$ cat src/rtl/mul8_pkg.sv
// Shared types and constants for the sequential 8x8 multiplier.
package mul8_pkg;

  localparam int MUL_STEPS = 8;
  localparam int MUL_W     = 8;

  // Counter value on the final shift-and-add step.
  localparam logic [2:0] LAST_STEP = 3'(MUL_STEPS - 1);

  typedef enum logic [1:0] {
    IDLE = 2'd0,
    RUN  = 2'd1,
    DONE = 2'd2
  } mul_state_t;

  // True when the step counter sits on the final step.
  function automatic logic is_last_step(input logic [2:0] cnt);
    return (cnt == LAST_STEP);
  endfunction

endpackage

$ cat src/rtl/add8b.sv
// Combinational 8-bit unsigned adder with carry out.
module add8b (
  input  logic [7:0] x,
  input  logic [7:0] y,
  output logic [7:0] s,
  output logic       c_out
);

  assign {c_out, s} = {1'b0, x} + {1'b0, y};

endmodule

$ cat src/rtl/mul8_seq.sv
// Sequential 8x8 unsigned shift-and-add multiplier with start/busy/done handshake.
// One add8b is reused for all eight steps; the 17-bit {carry, sum, q} is
// shifted right by one each step so the product assembles in {acc, q}.
module mul8_seq
  import mul8_pkg::*;
(
  input  logic               clk,
  input  logic               rst,
  input  logic               start,
  input  logic [MUL_W-1:0]   a,
  input  logic [MUL_W-1:0]   b,
  output logic               busy,
  output logic               done,
  output logic [2*MUL_W-1:0] p
);

  mul_state_t         state_r;
  mul_state_t         state_next_s;
  logic [MUL_W-1:0]   m_r;
  logic [MUL_W-1:0]   acc_r;
  logic [MUL_W-1:0]   q_r;
  logic [2:0]         cnt_r;
  logic [2*MUL_W-1:0] p_r;
  logic               busy_r;
  logic               done_r;

  logic [MUL_W-1:0]   sum_s;
  logic               c_out_s;
  logic [MUL_W-1:0]   step_acc_s;
  logic [MUL_W-1:0]   step_q_s;
  logic               load_s;
  logic               step_s;
  logic               finish_s;

  add8b u_add8b (
    .x     (acc_r),
    .y     (m_r),
    .s     (sum_s),
    .c_out (c_out_s)
  );

  // Next {acc, q} for one step: add multiplicand when q[0] is set, then shift right.
  always_comb begin
    step_acc_s = {1'b0, acc_r[MUL_W-1:1]};
    step_q_s   = {acc_r[0], q_r[MUL_W-1:1]};
    if (q_r[0]) begin
      step_acc_s = {c_out_s, sum_s[MUL_W-1:1]};
      step_q_s   = {sum_s[0], q_r[MUL_W-1:1]};
    end else begin
      step_acc_s = {1'b0, acc_r[MUL_W-1:1]};
      step_q_s   = {acc_r[0], q_r[MUL_W-1:1]};
    end
  end

  // Controller next-state and datapath strobes.
  always_comb begin
    state_next_s = state_r;
    load_s       = 1'b0;
    step_s       = 1'b0;
    finish_s     = 1'b0;
    case (state_r)
      IDLE: begin
        if (start) begin
          state_next_s = RUN;
          load_s       = 1'b1;
        end else begin
          state_next_s = IDLE;
        end
      end
      RUN: begin
        step_s = 1'b1;
        if (is_last_step(cnt_r)) begin
          finish_s     = 1'b1;
          state_next_s = DONE;
        end else begin
          state_next_s = RUN;
        end
      end
      DONE: begin
        state_next_s = IDLE;
      end
      default: begin
        state_next_s = IDLE;
      end
    endcase
  end

  // State register with registered busy/done decoded from the next state.
  always_ff @(posedge clk) begin
    if (rst) begin
      state_r <= IDLE;
      busy_r  <= 1'b0;
      done_r  <= 1'b0;
    end else begin
      state_r <= state_next_s;
      busy_r  <= (state_next_s == RUN) || (state_next_s == DONE);
      done_r  <= (state_next_s == DONE);
    end
  end

  // Operand load, shift-and-add steps, and product capture on the last step.
  always_ff @(posedge clk) begin
    if (rst) begin
      m_r   <= {MUL_W{1'b0}};
      acc_r <= {MUL_W{1'b0}};
      q_r   <= {MUL_W{1'b0}};
      cnt_r <= 3'd0;
      p_r   <= {(2*MUL_W){1'b0}};
    end else if (load_s) begin
      m_r   <= a;
      q_r   <= b;
      acc_r <= {MUL_W{1'b0}};
      cnt_r <= 3'd0;
    end else if (step_s) begin
      acc_r <= step_acc_s;
      q_r   <= step_q_s;
      cnt_r <= cnt_r + 3'd1;
      if (finish_s) begin
        p_r <= {step_acc_s, step_q_s};
      end
    end
  end

  assign busy = busy_r;
  assign done = done_r;
  assign p    = p_r;

endmodule
$ cat config.mk
export PLATFORM = sky130hd
export DESIGN_NAME = mul8_seq
export DESIGN_NICKNAME = d
export VERILOG_FILES = /design/src/rtl/mul8_pkg.sv /design/src/rtl/add8b.sv /design/src/rtl/mul8_seq.sv
export SDC_FILE = /design/constraint.sdc
export NUM_CORES = 1
export LEC_CHECK = 0
export BUFFER_PORTS_ARGS = -buffer_cell sky130_fd_sc_hd__buf_4
export CAP_MARGIN = 10
export CORE_MARGIN = 3
export CORE_UTILIZATION = 55
export DETAILED_ROUTE_END_ITERATION = 8
export GPL_TIMING_DRIVEN = 0
export PLACE_DENSITY = 0.76
export RECOVER_POWER = 25
export SYNTH_ARGS = -nofsm -noshare
export SYNTH_HDL_FRONTEND = slang
export SYNTH_SLANG_ARGS = --single-unit
$ cat constraint.sdc
create_clock -name clk -period 2 [get_ports clk]
set_input_delay 0.4 -clock clk [delete_from_list [all_inputs] [get_ports clk]]
set_output_delay 0.4 -clock clk [all_outputs]
set_load 0.1 [all_outputs]
## Word-level counts from Yosys, hierarchy flattened

Cells that the tools add are included.

- Bits in registers: 47
- Latch bits: 0
- Memory bits (writable): 0
- Memory bits (read-only): 0
- Input bits: 19
- Output and inout bits: 18
- Memories: 0

- Add/sub/neg operators: 2
- Multipliers: 0
- Div/mod/pow operators: 0
- $lt $le $gt $ge: 0
- Eq/ne operators: 4
- Shift-type cells: 0
- Mux-type cells: 12
- Bitwise gates (word level): 1
- Reductions and logical operators: 5

Operator list:

| cell | count |
|---|---|
| 2-to-1 mux 8 bit | 4 |
| adder 8 x 8 -> 9 bit | 1 |
| 2-to-1 mux 1 bit | 6 |
| equality test 2 x 1 -> 1 bit (second input constant) | 2 |
| case mux 2 bit (2 select lines) | 1 |
| adder 3 x 1 -> 3 bit (second input constant) | 1 |
| equality test 3 bit (second input constant) | 1 |
| AND reduction 3 bit | 1 |
| equality test 2 bit (second input constant) | 1 |
| logical NOT 2 bit | 1 |
| 2-to-1 mux 2 bit | 1 |
| nonzero test 2 bit | 1 |
| OR reduction 2 bit | 1 |
| logical OR 1 bit | 1 |
| inverter 1 bit | 1 |

## Depth between registers and ports, before layout

- Depth after elaboration: 5
- Depth in mapped cells: 10
- Mapped depth without buffers: 8

## Cells and area by module

A second synthesis with hierarchy kept.

- Cell total of the unflattened synthesis: 230
- Area, all modules: 2173.3 µm²

Modules (own cells, without submodules):

| module | times used | cells each | area an instance (µm²) |
|---|---|---|---|
| mul8_seq | 1 | 188 | 1849.3 |
| add8b | 1 | 42 | 324.1 |

## Least setup slack after synthesis

OpenSTA, ideal clock, no wires.

- Kind: flip-flop to flip-flop
- Start point: register acc_r[0]
- End point: register p_r[11] (netlist: p[11])
- Data arrival time: 1.590 ns
- Data required time: 1.869 ns
- Setup slack: 0.280 ns
- Cell stages (with the launch flop): 9
- Path buffers: 0
- Path through: dfxtp_1 > ha_1 > inv_1 > fa_1 > and2b_1 > o21ai_0 > mux2i_1 > nor3_1 > nor3_1

- Word-level cells in the longest chain between the ends: 2

Ends and longest elaborated chain:

| element | RTL line | text |
|---|---|---|
| start: declaration | mul8_seq.sv:20 | `logic [MUL_W-1:0] acc_r;` |
| start signal: assignment | mul8_seq.sv:105 | `acc_r <= {MUL_W{1'b0}};` |
| start signal: assignment | mul8_seq.sv:112 | `acc_r <= {MUL_W{1'b0}};` |
| start signal: assignment | mul8_seq.sv:115 | `acc_r <= step_acc_s;` |
| adder 8 x 8 -> 9 bit | add8b.sv:9 | `assign {c_out, s} = {1'b0, x} + {1'b0, y};` |
| 2-to-1 mux 8 bit | mul8_seq.sv:46 | `if (q_r[0]) begin` |
| end signal: assignment | mul8_seq.sv:108 | `p_r <= {(2*MUL_W){1'b0}};` |
| end signal: assignment | mul8_seq.sv:119 | `p_r <= {step_acc_s, step_q_s};` |
| end: declaration | mul8_seq.sv:23 | `logic [2*MUL_W-1:0] p_r;` |

No other way between the ends.
A chain may end at the register's enable or synchronous reset.

## Worst setup path after layout

- Start point: register m_r[0]
- End point: register acc_r[5]

- Word-level cells in the longest chain between the ends: 2

Ends and longest elaborated chain:

| element | RTL line | text |
|---|---|---|
| start: declaration | mul8_seq.sv:19 | `logic [MUL_W-1:0] m_r;` |
| start signal: assignment | mul8_seq.sv:104 | `m_r <= {MUL_W{1'b0}};` |
| adder 8 x 8 -> 9 bit | add8b.sv:9 |  |
| 2-to-1 mux 8 bit | mul8_seq.sv:46 |  |

No other way between the ends.

==> impl_metrics.yaml <==
worst_setup_path:
  crit_type: "reg2reg"
  max_stage_delay_ns: 0.34
  cp.arrival_ns: 2.11
  reg2regPathDepth: 8
  critPathMostFrequentCell: "nor3_1"
  crit_slowest_cell: "dfxtp_2"
  critPathMaxFanout: 3
  cp_cell_sequence: "ha_2 > inv_1 > fa_2 > and2b_2 > o31ai_4 > mux2i_2 > nor3_1 > nor3_1"
  cp_data_required_time_ns: 2.23
  cp-end-kind: "flip-flop"
  startpoint_type: "flip-flop"
clocking:
  clkSinkCount: 47
  cts_tree: "yes"
  clock_latency_ns: 0.30
  cts_buffers: 5
  clk_pin_slew_worst_paths_ns: 0.08
  cts_buffer_depth: 2
  clockRootBuffer: "clkbuf_8"
  cts_hold_buffers: 0
  h-tree-depth: 2
global_route:
  grt_max_degree: 14
  grt_pass1_vias: 1741
  grt_usage: 0.204
  overflow: 0
  antenna_found_initial: 0
  grt_pass1_wl_mm: 8.05
final_layout:
  finalInstanceArea_sq_um: 2630
  fin_nets: 345
  n_antenna_cell: 0
  utilization: 0.697
  area_growth_pct: 18.9
  drive_above_1_share: 0.213
  nFillCells: 332
drt:
  ant_nets: 0
  first_pass_iters: 4
  drc: 0
  routed_wl_mm: 4.84
  via_per_inst: 5.36
  wl_per_cell_um: 13.4
  drt_iter0_markers: 102
  vias: 1942
yosys:
  ys_ff_latch: 47
  syn_area_per_cell_sq_um: 8.16
  yosysUniqueCellTypes: 43
  ys.warnings.count: 0
  netlist_top_cells_area: "dfxtp_1 (43%), nor2_1 (8.7%), a21oi_1 (6.3%), ha_1 (6.2%), nand2_1 (5.4%)"
  syn_nets: 302
  synth.cell_area_sq_um: 2210
  ys_seq_area_frac: 0.425
  synthCells: 271
  async_reset_ff_frac: 0
  yosysTopAreaCell: "dfxtp_1"
  synth_edf_count: 0
  synth_top_cell_area_share: 0.425
  ys.flop_type: "dfxtp_1"
placement:
  place_congestion: 0.797
  io_buffers: 35
  dpl_cell_area_sq_um: 2530
  place_ws_ns: 0.0351
  dpl.hpwl_mm: 3.48
flow_run:
  cap_violations: 0
floorplanning:
  pin_count: 37
  row_count: 22
  die_x_um: 69.4
  die_height_um: 69.4
  dieArea_sq_um: 4820
  initial_core_util: 0.587
  core_area_sq_um: 3770
min_path:
  min_delay_path_depth: 3
  hold_path.class: "in2reg"
sta:
  worst_slew_margin_rel: 0.514
  hold_violations: 0
  fin_ws_ns: 0.113
  finalSetupViolCount: 0
  fmax_mhz: 530
  finalCritPeriodShare: 0.943
  finalMaxSlewViolations: 0
  skew_ns: 0.00535
  fin_crit_ns: 1.89
  holdWs_ns: 0.337
  worstMarginPinSlew_ns: 0.729
run_status:
  status: "completed"
pwr:
  power_mw: 1.82
  p_leak_nw: 1.15
  power.density_nw_per_um2: 691
  ir_worst_vdd_uv: 504
cells in the mapped netlist (2+ instances only):
cell type  number
dfxtp_1        47
xnor2_1         2
nand2_1        32
ha_1           11
a21oi_1        28
o21a_1          3
nor2b_1         2
clkbuf_1        5
buf_2           7
inv_1          12
o21ai_0         4
mux2i_1        11
a21o_1          2
a211oi_1        7
nand2b_1        4
nor2_1         51
nor3_1         16
and2b_1         2
timing repair:
action	in CTS	in global routing
setup endpoints to repair	0	5
setup buffers	0	1
gates resized for setup	0	10
state kept, by name (all words and copies together) (netlist names):
signal,flops
cnt_r,3
q_r,8
busy,1
m_r,8
state_r,2
done,1
acc_r,8
p,16
where the power goes:
group	internal, mW	switching (mW)	total, mW	leakage, nW
Sequential	0.971	0.0271	0.999	0.384
Clock	0.271	0.297	0.568	0.0470
Combinational	0.104	0.146	0.250	0.717
Total	1.35	0.470	1.82	1.15
critical path, delay by kind of cell (launching register included):
| family | cells | cell delay (ns) |
|---|---|---|
| buffers and inverters | 1 | 0.07 |
| adders and majority gates | 2 | 0.38 |
| and+or+nand+nor | 3 | 0.49 |
| muxes | 1 | 0.30 |
| AOI/OAI and AO/OA | 1 | 0.23 |
| DFF | 1 | 0.34 |
worst paths after layout:
kind                from  endpoint  slack (ns)
setup reg to reg  m_r[0]  acc_r[5]        0.11
setup / recovery  m_r[0]  acc_r[5]        0.11
hold / removal      a[3]    m_r[3]        0.34
hold reg to reg     p[0]      p[0]        0.45
cell usage in the layout (no fill, tap or decap), types with 7 or more instances in the layout:
master / n
inv_1: 12
dfxtp_1: 45
nand2_1: 32
buf_4: 23
mux2i_1: 10
nor3_1: 13
ha_1: 10
a211oi_1: 7
nor2_1: 51
clkbuf_2: 14
a21oi_1: 28
layout make-up:
| type | instances | area (sq um) | share of cell area |
|---|---|---|---|
| clock buffers | 6 | 82.6 | 0.0314 |
| inverters | 13 | 48.8 | 0.0186 |
| clock inverters | 1 | 5.00 | 0.00190 |
| plain buffers | 15 | 75.1 | 0.0285 |
| flip-flops and latches | 47 | 943 | 0.359 |
| repair buffers | 36 | 235 | 0.0894 |
| well taps | 48 | 60.1 | 0.0228 |
| multi-input cells | 196 | 1180 | 0.449 |
kinds of logic (layout without fill, tap and decap cells):
group | Yosys count | in the layout | share of synthesized area
AOI/OAI and AO/OA | 55 | 55 | 0.159
xor gates and xnor gates | 3 | 3 | 0.0119
adders and majority gates | 12 | 12 | 0.0713
buffers and inverters | 28 | 71 | 0.0566
DFF | 47 | 47 | 0.425
muxes | 12 | 12 | 0.0549
and+or+nand+nor | 114 | 114 | 0.221
metrics by stage:
stage                     instances  setup TNS, ns
after floorplan                 271              0
after global placement          354              0
after detailed placement        354              0
after CTS                       361              0
after global routing            362        -0.0130
final                           362              0
per-layer routing:
metal,up-vias,part of all wire,global-route usage
li1,1001,-,-
met1,887,0.50,0.288
met2,47,0.44,0.301
met3,7,0.047,0.0609
met4,0,0.013,0.0586
met5,-,0,0
Note: power is estimated with default switching activity, not from simulation.
